File: src/rtl/fpaa_prog_pkg.sv
// Shared types and default sizing for the FPAA floating-gate programming sequencer.
package fpaa_prog_pkg;

   localparam int ROW_BITS_DEF = 5;
   localparam int COL_BITS_DEF = 6;
   localparam int PW_BITS_DEF  = 16;
   localparam int SETTLE_DEF   = 4;
   localparam int HOLD_DEF     = 2;

   typedef enum logic [1:0] {
      IDLE    = 2'd0,
      SETUP   = 2'd1,
      PULSE   = 2'd2,
      RECOVER = 2'd3
   } state_e;

   typedef enum logic {
      OP_INJ = 1'b0,
      OP_TUN = 1'b1
   } op_e;

endpackage

File: src/rtl/fpaa_prog_timer.sv
// Loadable down-counter with zero flag; one instance times every phase of a command.
// The count stops at zero, so a full-scale load runs to completion without wrapping.
module fpaa_prog_timer #(
   parameter int W = 16
) (
   input  logic         clk,
   input  logic         rst_n,
   input  logic         load_i,
   input  logic [W-1:0] load_val_i,
   output logic         zero_o
);

   logic [W-1:0] cnt_q, cnt_d;

   // load has priority; otherwise count down and park at zero
   always_comb begin
      cnt_d = cnt_q;
      if (load_i) begin
         cnt_d = load_val_i;
      end else if (cnt_q != '0) begin
         cnt_d = cnt_q - 1'b1;
      end
   end

   // counter register, cleared by reset
   always_ff @(posedge clk or negedge rst_n) begin
      if (!rst_n) begin
         cnt_q <= '0;
      end else begin
         cnt_q <= cnt_d;
      end
   end

   assign zero_o = (cnt_q == '0);

endmodule

File: src/rtl/fpaa_prog_sequencer.sv
// Programming sequencer for an FPAA floating-gate array: decodes one row/column,
// settles the address, fires a VINJ or VTUN pulse, recovers, then reports done.
// Optional feature macro: FPAA_PROG_ABORT_EN adds the abort input.
//
// state   | meaning
// IDLE    | run mode, ready for a command; first IDLE cycle after a command pulses done
// SETUP   | address decoded in program mode, rails off, SETTLE cycles
// PULSE   | selected rail on for cmd_pulse cycles (skipped when cmd_pulse is 0)
// RECOVER | rails off, program mode held for HOLD cycles
module fpaa_prog_sequencer
   import fpaa_prog_pkg::*;
#(
   parameter int ROW_BITS = ROW_BITS_DEF,
   parameter int COL_BITS = COL_BITS_DEF,
   parameter int PW_BITS  = PW_BITS_DEF,
   parameter int SETTLE   = SETTLE_DEF,
   parameter int HOLD     = HOLD_DEF
) (
   input  logic                clk,
   input  logic                rst_n,
   input  logic                cmd_valid,
   output logic                cmd_ready,
   input  logic [ROW_BITS-1:0] cmd_row,
   input  logic [COL_BITS-1:0] cmd_col,
   input  logic                cmd_op,
   input  logic [PW_BITS-1:0]  cmd_pulse,
`ifdef FPAA_PROG_ABORT_EN
   input  logic                abort,
`endif
   output logic [ROW_BITS-1:0] row_addr,
   output logic [COL_BITS-1:0] col_addr,
   output logic                dec_en,
   output logic                prog_r,
   output logic                run_r,
   output logic                vinj_en,
   output logic                vtun_en,
   output logic                drain_sel,
   output logic                busy,
   output logic                done
);

   state_e               state_q, state_d;
   logic [ROW_BITS-1:0]  row_q, row_d;
   logic [COL_BITS-1:0]  col_q, col_d;
   op_e                  op_q, op_d;
   logic [PW_BITS-1:0]   pulse_q, pulse_d;
   logic                 done_d;
   logic                 tmr_load;
   logic [PW_BITS-1:0]   tmr_val;
   logic                 tmr_zero;

   logic                 ready_q, busy_q, done_q;
   logic                 dec_en_q, prog_r_q, run_r_q, drain_q;
   logic                 vinj_q, vtun_q;

   fpaa_prog_timer #(.W(PW_BITS)) u_timer (
      .clk        (clk),
      .rst_n      (rst_n),
      .load_i     (tmr_load),
      .load_val_i (tmr_val),
      .zero_o     (tmr_zero)
   );

   // Phase sequencing. The timer is loaded with (phase length - 1) on entry,
   // so a phase ends on the cycle the zero flag is seen.
   always_comb begin
      state_d  = state_q;
      row_d    = row_q;
      col_d    = col_q;
      op_d     = op_q;
      pulse_d  = pulse_q;
      done_d   = 1'b0;
      tmr_load = 1'b0;
      tmr_val  = '0;
      case (state_q)
         IDLE: begin
            if (cmd_valid) begin
               state_d  = SETUP;
               row_d    = cmd_row;
               col_d    = cmd_col;
               op_d     = op_e'(cmd_op);
               pulse_d  = cmd_pulse;
               tmr_load = 1'b1;
               tmr_val  = PW_BITS'(SETTLE - 1);
            end
         end
         SETUP: begin
            if (tmr_zero) begin
               tmr_load = 1'b1;
               if (pulse_q == '0) begin
                  state_d = RECOVER;
                  tmr_val = PW_BITS'(HOLD - 1);
               end else begin
                  state_d = PULSE;
                  tmr_val = pulse_q - 1'b1;
               end
            end
         end
         PULSE: begin
            if (tmr_zero) begin
               state_d  = RECOVER;
               tmr_load = 1'b1;
               tmr_val  = PW_BITS'(HOLD - 1);
            end
         end
         RECOVER: begin
            if (tmr_zero) begin
               state_d = IDLE;
               done_d  = 1'b1;
            end
         end
         default: begin
            state_d = IDLE;
         end
      endcase
`ifdef FPAA_PROG_ABORT_EN
      if (abort && ((state_q == SETUP) || (state_q == PULSE))) begin
         state_d  = RECOVER;
         tmr_load = 1'b1;
         tmr_val  = PW_BITS'(HOLD - 1);
      end
`endif
   end

   // State, command latch and registered outputs, all decoded from next state
   // so every output lines up with the state it belongs to.
   always_ff @(posedge clk or negedge rst_n) begin
      if (!rst_n) begin
         state_q  <= IDLE;
         row_q    <= '0;
         col_q    <= '0;
         op_q     <= OP_INJ;
         pulse_q  <= '0;
         ready_q  <= 1'b1;
         busy_q   <= 1'b0;
         done_q   <= 1'b0;
         dec_en_q <= 1'b0;
         prog_r_q <= 1'b0;
         run_r_q  <= 1'b1;
         drain_q  <= 1'b0;
         vinj_q   <= 1'b0;
         vtun_q   <= 1'b0;
      end else begin
         state_q  <= state_d;
         row_q    <= row_d;
         col_q    <= col_d;
         op_q     <= op_d;
         pulse_q  <= pulse_d;
         ready_q  <= (state_d == IDLE);
         busy_q   <= (state_d != IDLE);
         done_q   <= done_d;
         dec_en_q <= (state_d != IDLE);
         prog_r_q <= (state_d != IDLE);
         run_r_q  <= (state_d == IDLE);
         drain_q  <= (state_d != IDLE);
         vinj_q   <= (state_d == PULSE) && (op_d == OP_INJ);
         vtun_q   <= (state_d == PULSE) && (op_d == OP_TUN);
      end
   end

   assign cmd_ready = ready_q;
   assign busy      = busy_q;
   assign done      = done_q;
   assign row_addr  = row_q;
   assign col_addr  = col_q;
   assign dec_en    = dec_en_q;
   assign prog_r    = prog_r_q;
   assign run_r     = run_r_q;
   assign drain_sel = drain_q;
   assign vinj_en   = vinj_q;
   assign vtun_en   = vtun_q;

endmodule

File: config.mk
export PLATFORM = sky130hd
export DESIGN_NAME = fpaa_prog_sequencer
export DESIGN_NICKNAME = d
export VERILOG_FILES = /design/src/rtl/fpaa_prog_pkg.sv /design/src/rtl/fpaa_prog_timer.sv /design/src/rtl/fpaa_prog_sequencer.sv
export SDC_FILE = /design/constraint.sdc
export NUM_CORES = 1
export LEC_CHECK = 0
export BUFFER_PORTS_ARGS = -buffer_cell sky130_fd_sc_hd__clkbuf_2
export CORE_MARGIN = 2
export CORE_UTILIZATION = 47
export DETAILED_ROUTE_END_ITERATION = 7
export PLACE_DENSITY = 0.76
export SLEW_MARGIN = 20
export SYNTH_ARGS = -nofsm -noshare
export SYNTH_HDL_FRONTEND = slang
export SYNTH_SLANG_ARGS = --single-unit
File: constraint.sdc
create_clock -name clk -period 2.6 [get_ports clk]
set_input_delay 0.26 -clock clk [delete_from_list [all_inputs] [get_ports clk]]
set_output_delay 0.26 -clock clk [all_outputs]
set_load 0.01 [all_outputs]
==> summary.md <==
The run finished with clean final reports. The internal power is 0.00223 W. The final worst-path cycle share is 0.888, and the die footprint is 6470 µm². After synthesis, the most frequently instantiated cells are 50 x sky130_fd_sc_hd__dfrtp_1, 26 x sky130_fd_sc_hd__mux2_2, 18 x sky130_fd_sc_hd__nand2_1, 18 x sky130_fd_sc_hd__nor2_1, 13 x sky130_fd_sc_hd__xnor2_1. For the worst ir drop on vdd, the log shows 0.683 mV. The overall fraction of global-route tracks in use was 0.198. Cell type group with the largest total delay on the critical path: simple AND/OR/NAND/NOR gates. The data arrival time of the critical path came out at 2.52 ns. The longest clock path from root to sink contains 2 buffers.

The region available for standard cell placement spans 5570 µm². The post-synthesis net count is 291, and the remaining antenna violation count is 0. The run gives 0.309 ns as the pre-CTS worst setup slack. Counting flops with a built-in enable in the synthesized netlist gives 0. In the post-synthesis netlist, the biggest area contributors are sky130_fd_sc_hd__dfrtp_1 46%, sky130_fd_sc_hd__mux2_2 11%, sky130_fd_sc_hd__xnor2_1 4.1%, sky130_fd_sc_hd__ha_1 4.1%, sky130_fd_sc_hd__xor2_1 3.8%. The average wire length per cell after detail routing is 15.4 µm, and the total of cells resized after clock tree synthesis is 0. The cell area power density is 1170 nW/µm². Share of synthesized area occupied by flip-flops and latches: 0.465.

The layout cell share with drive strength beyond 1 was 0.338. The netlist area before placement came out at 2750 µm². The maximum number of pins on one net before global-route repair came out at 34. A synthesized cell averages 10.9 µm². Setup violations remaining at the end of the flow were counted as 0. The worst slew slack as a fraction of its limit is 0.455, and the buffers inserted during post-CTS setup optimization is 0. STA classifies the critical path endpoint as a register.

TritonCTS built the clock tree. The clock latency on the worst-skew pair is 0.30 ns, and the first-pass detailed-route iteration total is 4. From left edge to right edge, the die measures 80.4 µm.

The slowest stage of the critical path belongs to the cell sky130_fd_sc_hd__nor3_1. After technology mapping, the gate count stands at 251. The worst setup path is launched from a register. The die outline height was 80.4 µm; the number of distinct standard cells referenced by the synthesized netlist was 43. The share of power burned in the clock network was 0.155. Cell type with the highest aggregate area in the netlist: sky130_fd_sc_hd__dfrtp_1. The multi-input combinational cells in the finished layout cover a total of 1380 µm². For this block, the via count after detailed routing is 2,048. The run gives 2,108 as the via count of the first global-routing pass. The sequential cell area is 1280 µm². At the end of routability-driven placement, the weighted congestion stood at 0.842.

The tools report the net switching power as 0.00147 W. Summed over all nets, the half-perimeter wirelength after detailed placement is 4350 µm. The share of total power in combinational logic is 0.437. Traced cell by cell, the critical path runs through inv_1 -> ha_1 -> nor3b_1 -> nand4_4 -> nor3_1 -> nand3b_1 -> a21boi_0. The clock tree synthesis step divided the H-tree into 2 levels. The setup path with the least slack is of type reg2reg. The switching share of total power is 0.397, and the total routed wirelength is 5780 µm. sky130_fd_sc_hd__dfrtp_1 is the most common cell in the netlist. The required arrival time at the worst endpoint was 2.81 ns. The post-route clock skew was 0.00314 ns; the clock-pin slew on the worst setup and hold paths was 0.09 ns.

For the sequential share of power, the log shows 0.408. The worst register-to-register path has a setup slack of 0.29 ns. The class of the worst hold path is in2async.

The detailed router finished its first iteration with 102 violations. The cell sitting at the root of the clock tree is a sky130_fd_sc_hd__clkbuf_8. Across all hold checks on the routed design, the worst slack comes to 0.0350 ns. The final number of hold-violating endpoints was 0; the number of clock buffers inserted by TritonCTS was 5.

The proportion of synthesized flip-flops having asynchronous set or reset works out to 1.00. The layout overhead on the synthesized area came out at 15.4%. Maximum fanout along the worst path: 8. The logs give 0 for the yosys synthesis warning count and 51 for the top-level port count. The final layout contains 341 nets. The final standard cell utilization of the core came out at 0.569. In this run, synthesis produced a sequential element count of 51. After global routing the overflow that remains totals 0.

The slew at the pin with the worst max-slew slack was 0.818 ns. Setup slack closes at 0.290 ns. For the total DRC errors in the routed layout, the log shows 0. Fill cells in the final layout number 487. The initial antenna violation count is 0. The minimum clock period after layout is 2.31 ns. For this run, the top clock speed supported by timing is 433 MHz. Setup repair after global routing left no endpoint under its margin. Hold buffer count at cts: 0. Area share of the largest cell type after synthesis: 0.456. The first global-routing pass estimated 9870 µm of wire. The run gives 51 as the clock sink total. The effective utilization at floorplan is 0.493, and the number of max-slew violations in the final report is 0. The count of buffers added on input and output ports is 50.

The peak per-stage delay on the critical path is 0.48 ns. Dividing the detail-routed via count by the number of cells gives 5.48. 0 antenna diodes ended up in the layout. The combined buffer and inverter count along the critical path is 1, and the static leakage is 1.41 nW.

The tools report the final sum of negative setup slack as 0 ns. Number of max-cap violations: 0. Most instantiated flip-flop cell in the synthesis netlist: sky130_fd_sc_hd__dfrtp_1. Row generation in the floorplan step produced 27 rows.
==> through the flow <==
stage                     area [µm²]  cells  total power [W]
after global placement          3050    366          0.00305
final                           3170    374          0.00369
after global routing            3170    374          0.00397
after floorplan                 2750    251          0.00269
after CTS                       3170    374          0.00371
after detailed placement        3050    366          0.00313
==> worst reg2reg max path: stages (launching register included) <==
cell,delay [ns]
sky130_fd_sc_hd__dfrtp_1,0.42
sky130_fd_sc_hd__inv_1,0.11
sky130_fd_sc_hd__ha_1,0.15
sky130_fd_sc_hd__nor3b_1,0.44
sky130_fd_sc_hd__nand4_4,0.24
sky130_fd_sc_hd__nor3_1,0.48
sky130_fd_sc_hd__nand3b_1,0.15
sky130_fd_sc_hd__a21boi_0,0.23
==> flip-flops by register name, indices dropped and copies added (netlist names), 2 cells and up <==
signal	count
col_addr	6
pulse_q	16
row_addr	5
state_q	2
u_timer.cnt_q	16
==> path summary, 6_finish.rpt <==
path / start / to / cells after the start
setup / recovery: u_timer.cnt_q[0] / vtun_en / 7
hold / removal: rst_n / pulse_q[5] / 1
setup reg to reg: u_timer.cnt_q[0] / vtun_en / 7
hold reg to reg: row_addr[3] / row_addr[3] / 1
max in group asynchronous: rst_n / run_r / 2
min in group clk: cmd_pulse[1] / pulse_q[1] / 3
==> area by class of cell <==
type                            count  area share
Multi-Input combinational cell    182       0.435
Sequential cell                    51       0.403
Timing Repair Buffer               54      0.0884
Tap cell                           72      0.0284
Clock buffer                        6      0.0261
Clock inverter                      2      0.0111
Inverter                            7     0.00829
==> layout by cell type (no fill, tap or decap), types with 2 or more instances in the layout <==
master,synthesis,layout
sky130_fd_sc_hd__nor3b_1,3,3
sky130_fd_sc_hd__mux2_2,26,26
sky130_fd_sc_hd__o22ai_1,6,6
sky130_fd_sc_hd__xnor2_1,13,13
sky130_fd_sc_hd__nand4_1,5,5
sky130_fd_sc_hd__inv_1,7,7
sky130_fd_sc_hd__nand2b_1,3,3
sky130_fd_sc_hd__nand2_1,18,18
sky130_fd_sc_hd__a211oi_1,2,2
sky130_fd_sc_hd__xor2_1,12,12
sky130_fd_sc_hd__nand3_1,4,4
sky130_fd_sc_hd__buf_4,6,4
sky130_fd_sc_hd__o21ai_0,12,12
sky130_fd_sc_hd__or4_1,3,3
sky130_fd_sc_hd__or3_1,3,3
sky130_fd_sc_hd__nor2_1,18,18
sky130_fd_sc_hd__nor3_1,7,7
sky130_fd_sc_hd__clkbuf_2,0,50
sky130_fd_sc_hd__a21oi_1,5,5
sky130_fd_sc_hd__o31a_1,2,2
sky130_fd_sc_hd__nor4_4,2,2
sky130_fd_sc_hd__and2_1,2,2
sky130_fd_sc_hd__nor2b_1,2,2
sky130_fd_sc_hd__or4_4,2,2
sky130_fd_sc_hd__dfrtp_1,50,50
sky130_fd_sc_hd__nor4_1,8,8
sky130_fd_sc_hd__clkbuf_8,0,6
sky130_fd_sc_hd__nand3b_1,2,2
sky130_fd_sc_hd__ha_1,9,9
==> per-layer routing <==
metal	vias to the layer above	global-route usage	part of all wire
met5	-	0	0
met2	69	0.323	0.49
met1	982	0.253	0.44
met3	7	0.0506	0.055
li1	990	-	-
met4	0	0.0746	0.014
==> power groups by stage <==
stage | Combinational [W] | Sequential (W) | Clock, W
4_1_cts | 0.00162 | 0.00151 | 0.000582
3_3_place_gp | 0.00156 | 0.00150 | 0
3_5_place_dp | 0.00161 | 0.00152 | 0
6_report | 0.00162 | 0.00151 | 0.000571
5_1_grt | 0.00180 | 0.00156 | 0.000612
2_1_floorplan | 0.00120 | 0.00149 | 0
==> kinds of logic after synthesis <==
logic type      Yosys count  share of synthesized area
mux                      26                      0.107
fa+ha+maj                 9                     0.0410
xor+xnor                 25                     0.0797
simple gates             89                      0.199
compound gates           33                     0.0752
buf+inv                  18                     0.0333
flops                    51                      0.465
Note: power is estimated with default switching activity, not from simulation.
